[src/rtl/time_proportion_mc.sv]
// Multi-channel time-proportioning output stage for the heater power path.
// A shared window counter runs over a programmable period; each channel turns
// its duty value (cycles per window) into an on/off drive that is high for the
// first duty cycles of every window. Duty and period only change at window
// boundaries, so a drive never glitches mid-window.

// Per-channel slice: clamps the incoming duty against the new period, holds it
// for a whole window and compares it with the shared counter.
module time_proportion_mc_ch #(
    parameter int CNT_W     = 25,
    parameter int MIN_PULSE = 0
) (
    input  logic             CLK,
    input  logic             RST_N,
    input  logic             latch,
    input  logic [CNT_W-1:0] value,
    input  logic [CNT_W-1:0] period,
    input  logic [CNT_W-1:0] cnt,
    input  logic             running,
    output logic             trigger
);

    logic [CNT_W-1:0] clamped;
    logic [CNT_W-1:0] duty;

    generate
        if (MIN_PULSE == 0) begin : g_no_min
            // Without pulse enforcement only the full-on saturation applies.
            assign clamped = (value >= period) ? period : value;
        end else begin : g_min
            localparam logic [CNT_W-1:0] MIN_P = CNT_W'(MIN_PULSE);
            // Pulses shorter than MIN_P collapse to off; gaps shorter than
            // MIN_P collapse to full on. period - value only when value < period.
            always_comb begin
                clamped = value;
                if (value >= period)
                    clamped = period;
                else if (value < MIN_P)
                    clamped = '0;
                else if ((period - value) < MIN_P)
                    clamped = period;
            end
        end
    endgenerate

    // Duty is only captured on the latch event (start or wrap of a window).
    always_ff @(posedge CLK or negedge RST_N) begin
        if (!RST_N)
            duty <= '0;
        else if (latch)
            duty <= clamped;
    end

    assign trigger = running && (duty > cnt);

endmodule

module time_proportion_mc #(
    parameter int N_CH       = 4,
    parameter int CNT_W      = 25,
    parameter int PERIOD_RST = 28_800_901,
    parameter int MIN_PULSE  = 0
) (
    input  logic                  CLK,
    input  logic                  RST_N,
    input  logic                  EN,
    input  logic [CNT_W-1:0]      PERIOD_IN,
    input  logic                  PERIOD_LD,
    input  logic [N_CH*CNT_W-1:0] VALUE,
    output logic [N_CH-1:0]       TRIGGER,
    output logic                  WINDOW_START,
    output logic                  RUNNING
);

    typedef enum logic {IDLE, RUN} state_t;

    localparam logic [CNT_W-1:0] PERIOD_INIT = CNT_W'(PERIOD_RST);
    localparam logic [CNT_W-1:0] PERIOD_MIN  = CNT_W'(2);

    state_t           state;
    logic [CNT_W-1:0] cnt;
    logic [CNT_W-1:0] period_reg;
    logic [CNT_W-1:0] period_pend;

    logic             load_ok;
    logic [CNT_W-1:0] pn;
    logic             last;
    logic             latch;
    logic             running;

    // A load on the latch edge takes effect on that same edge.
    assign load_ok = PERIOD_LD && (PERIOD_IN >= PERIOD_MIN);
    assign pn      = load_ok ? PERIOD_IN : period_pend;
    assign last    = (cnt == period_reg - CNT_W'(1));
    assign latch   = EN && ((state == IDLE) || last);
    assign running = (state == RUN);

    // Window FSM: counter, active period and pending period.
    always_ff @(posedge CLK or negedge RST_N) begin
        if (!RST_N) begin
            state       <= IDLE;
            cnt         <= '0;
            period_reg  <= PERIOD_INIT;
            period_pend <= PERIOD_INIT;
        end else begin
            if (load_ok)
                period_pend <= PERIOD_IN;
            case (state)
                IDLE: begin
                    if (EN) begin
                        state      <= RUN;
                        cnt        <= '0;
                        period_reg <= pn;
                    end
                end
                RUN: begin
                    if (!EN) begin
                        state <= IDLE;
                        cnt   <= '0;
                    end else if (last) begin
                        cnt        <= '0;
                        period_reg <= pn;
                    end else begin
                        cnt <= cnt + CNT_W'(1);
                    end
                end
                default: begin
                    state <= IDLE;
                    cnt   <= '0;
                end
            endcase
        end
    end

    genvar i;
    generate
        for (i = 0; i < N_CH; i++) begin : g_ch
            time_proportion_mc_ch #(
                .CNT_W    (CNT_W),
                .MIN_PULSE(MIN_PULSE)
            ) u_ch (
                .CLK    (CLK),
                .RST_N  (RST_N),
                .latch  (latch),
                .value  (VALUE[i*CNT_W +: CNT_W]),
                .period (pn),
                .cnt    (cnt),
                .running(running),
                .trigger(TRIGGER[i])
            );
        end
    endgenerate

    assign RUNNING      = running;
    assign WINDOW_START = running && (cnt == '0);

endmodule

[config.mk]
export PLATFORM = sky130hd
export DESIGN_NAME = time_proportion_mc
export DESIGN_NICKNAME = d
export VERILOG_FILES = /design/src/rtl/time_proportion_mc.sv
export SDC_FILE = /design/constraint.sdc
export NUM_CORES = 1
export LEC_CHECK = 0
export ABC_AREA = 1
export CAP_MARGIN = 40
export CORE_ASPECT_RATIO = 2
export CORE_UTILIZATION = 53
export CTS_CLUSTER_SIZE = 30
export DETAILED_ROUTE_END_ITERATION = 16
export PLACE_DENSITY = 0.74
export SYNTH_ARGS = -nofsm -noshare
export SYNTH_HDL_FRONTEND = slang
export SYNTH_HIERARCHICAL = 1
export SYNTH_SLANG_ARGS = --single-unit
[constraint.sdc]
create_clock -name CLK -period 7.8 [get_ports CLK]
set_input_delay 1.17 -clock CLK [delete_from_list [all_inputs] [get_ports CLK]]
set_output_delay 1.17 -clock CLK [all_outputs]
set_load 0.1 [all_outputs]
==> flow_summary_export.csv <==
group,metric,value,unit
detailed_routing,first_iter_violations,1323,
clock_network,cts_resized,0,
global_route,grt_overflow,0,
outcome,outcome,"complete, no violations",
global_route,antenna_found_initial,0,
timing,skew,0.009219,ns
global_route,grt_max_degree,66,
synth,synth_top_area_share,22.71,%
clock_network,hold_buffers,0,
timing,rsz0062_at_grt,"false",
layout,largest_register_ffs,100,
layout,drive_above_1_share,5.775,%
synth,async_flop_share,100.0,%
layout,post-route-util,62.01,%
timing,hold_viol,0,
critical_path,worstRegToRegCells,17,
layout,stdcell_area,18300,um^2
critical_path,start_kind,"primary input",
placement,place_ws,2.167,ns
synth,yosysMostFrequentCell,"nand2_1",
synth,synth_nets,2684,
clock_network,post-cts-setup-buffers,0,
run,max_cap_viol_count,0,
worst_hold_path,min_path_type,"flip-flop to flip-flop",
synth,synth_area,15870,um^2
synth,synth.avg_cell_area,6.747,um^2
synth,synth_adder_area_share,16.01,%
synth,synth_enable_flop_cells,0,
detailed_routing,wirelength,53820,um
timing,setup_ws,2.525,ns
critical_path,path_max_fanout,50,
layout,top_register,"g_ch.u_ch/duty",
critical_path,crit_end,"g_ch[3].u_ch/duty[22]",
global_route,grt_pass1_vias,15791,
synth,synth-simple-area-share,34.77,%
detailed_routing,first_pass_iters,8,
layout,nNetsFinal,2795,
layout,fill_cells,2748,
placement,place_congestion,0.9785,
power,power_density,178.3,nW/um^2
timing,setup_viol,0,
synth,synth_commonest_cells,"nand2_1, inv_1, ha_1",
clock_network,cts_buffer_depth,2,
floorplanning,fp.dieH,246.7,um
synth,synthCells,2352,
clock_network,path_clk_slew,0.07,ns
global_route,grt_use_total,35.52,%
layout,syn_to_final_growth,15.32,%
floorplanning,die_w,124.4,um
synth,synth_top_family_by_area,"simple AND/OR/NAND/NOR gates",
floorplanning,dieArea,30680,um^2
synth,synth_top_flop_cell,"dfrtp_1",
critical_path,rrSetupSlack,3.31,ns
synth,yosys_warnings,6,
synth,synth-compound-area-share,5.519,%
floorplanning,initial_utilization,53.78,%
power,power_leakage,9.686,nW
timing,fmaxAchievable,189.6,MHz
critical_path,regToRegEndpoint,"g_ch[2].u_ch/duty[4]",
floorplanning,io_pins,135,
critical_path,worstSetupPathType,"primary input to flip-flop",
synth,synth-xor-area-share,2.373,%
placement,dp_hpwl,40090,um
detailed_routing,wl_per_cell,18.95,um
timing,setup_tns,0,ns
synth,synth_area_leaders,"dfrtp_1, nand2_1, ha_1",
critical_path,r2r_start,"period_reg[5]",
detailed_routing,drc_errors,0,
placement,postPlaceCellArea,17710,um^2
critical_path,required,8.20,ns
detailed_routing,num_vias,16149,
timing,max_slew_margin,35.80,%
clock_network,insertion_delay,0.46,ns
placement,io_buffers,134,
synth,yosys.area.top_type,"dfrtp_1",
layout,antenna_cells,0,
clock_network,tritoncts,"done",
timing,min_period,5.275,ns
synth,ys_seq_area_share,28.01,%
synth,synth.area.mux_share,0,%
timing,drv_slew,0,
floorplanning,core,29510,um^2
clock_network,cts.sinks,176,
clock_network,cts-root-buf,"clkbuf_16",
clock_network,htreeDepth,4,
clock_network,numCtsBuffers,17,
detailed_routing,ant_nets,0,
detailed_routing,vias_per_cell,5.686,
critical_path,cp.arrival,5.68,ns
synth,synth.distinct_cells,38,
global_route,grt_pass1_wl,83300,um
critical_path,critPathCaptureType,"flip-flop",
floorplanning,num_rows,89,
power,ir_drop,0.0001779,V
timing,post-route-period-util,67.63,%
critical_path,cp-startpoint,"PERIOD_IN[2]",
timing,tightest_slew,0.9566,ns
synth,synth_seq_cells,176,
## kinds of logic (layout without fill, tap and decap cells)
group	after synthesis	after routing
AND/OR/NAND/NOR	1239	1239
adder cells (fa/ha/maj)	203	203
buffers and inverters	530	654
AO/OA/AOI/OAI	161	161
XOR/XNOR	43	43
flip-flops	176	176
## critical path: stages
cell             delay, ns
clkdlybuf4s50_1       0.42
nor4_1                0.38
nand4_1               0.16
o21ai_2               0.13
buf_4                 0.40
nand2_1               0.09
o21ai_1               0.53
inv_1                 0.30
ha_1                  0.38
nand2_1               0.07
nor2_1                0.04
nand3b_1              0.08
nand3_1               0.07
nand2_1               0.65
nand3_4               0.45
nand2_1               0.19
nand3_1               0.08
nand2_1               0.07
## power by group
group | switching (mW) | internal (mW) | leakage (nW)
Sequential | 0.116 | 1.06 | 2.15
Combinational | 0.739 | 0.463 | 7.26
Clock | 0.412 | 0.471 | 0.274
## worst min path at each step
stage / start / cells past startpoint / end / slack [ns]
final: period_reg[24] / 2 / period_reg[24] / 0.47
after global routing: period_reg[24] / 2 / period_reg[24] / 0.49
after CTS: period_reg[24] / 2 / period_reg[24] / 0.47
after detailed placement: period_reg[24] / 2 / period_reg[24] / 0.46
after global placement: period_reg[24] / 2 / period_reg[24] / 0.46
after floorplan: g_ch[0].u_ch/duty[0] / 2 / g_ch[0].u_ch/duty[0] / 0.45
## cell type report
class                   instances  area (um^2)  share of cell area (%)
inverters                     443         1663                   9.087
well taps                     364        455.4                   2.489
flip-flops and latches        176         4444                   24.29
clock inverters                13        125.1                  0.6837
multi-input cells            1646         9314                   50.90
repair buffers                179         1834                   10.02
clock buffers                  19        464.2                   2.537
## cell usage in the layout (no fill, tap or decap), drive strengths merged, types with 3 or more instances in the layout
cell type	instances
nand4	140
nand3	181
dfstp	32
nand3b	12
nor2	128
clkinv	3
a21oi	74
xor2	25
inv	447
clkinvlp	5
nand2	736
a31oi	4
o21ai	55
o21a	4
clkdlybuf4s50	132
clkbuf	19
buf	47
nor4	22
o21bai	3
dfrtp	144
o211ai	5
xnor2	18
ha	203
and2	5
a21o	12
o22ai	4
nor3	14
## through the flow
stage / hold slack, ns / total power, mW / cells
floorplan: 0.4491 / 1.962 / 2352
finish: 0.4737 / 3.262 / 2840
global route: 0.4905 / 3.477 / 2840
global placement: 0.4587 / 2.306 / 2791
detailed placement: 0.4623 / 2.376 / 2808
CTS: 0.4732 / 3.259 / 2840
## layer usage
metal	global-route usage [%]	wire [um]	part of all wire, %
met1	37.97	19160	36
met4	32.28	5266	9.8
met3	5.517	3286	6.1
met5	0	0	0
met2	60.19	26110	49
(Power assumes the default switching activity.)
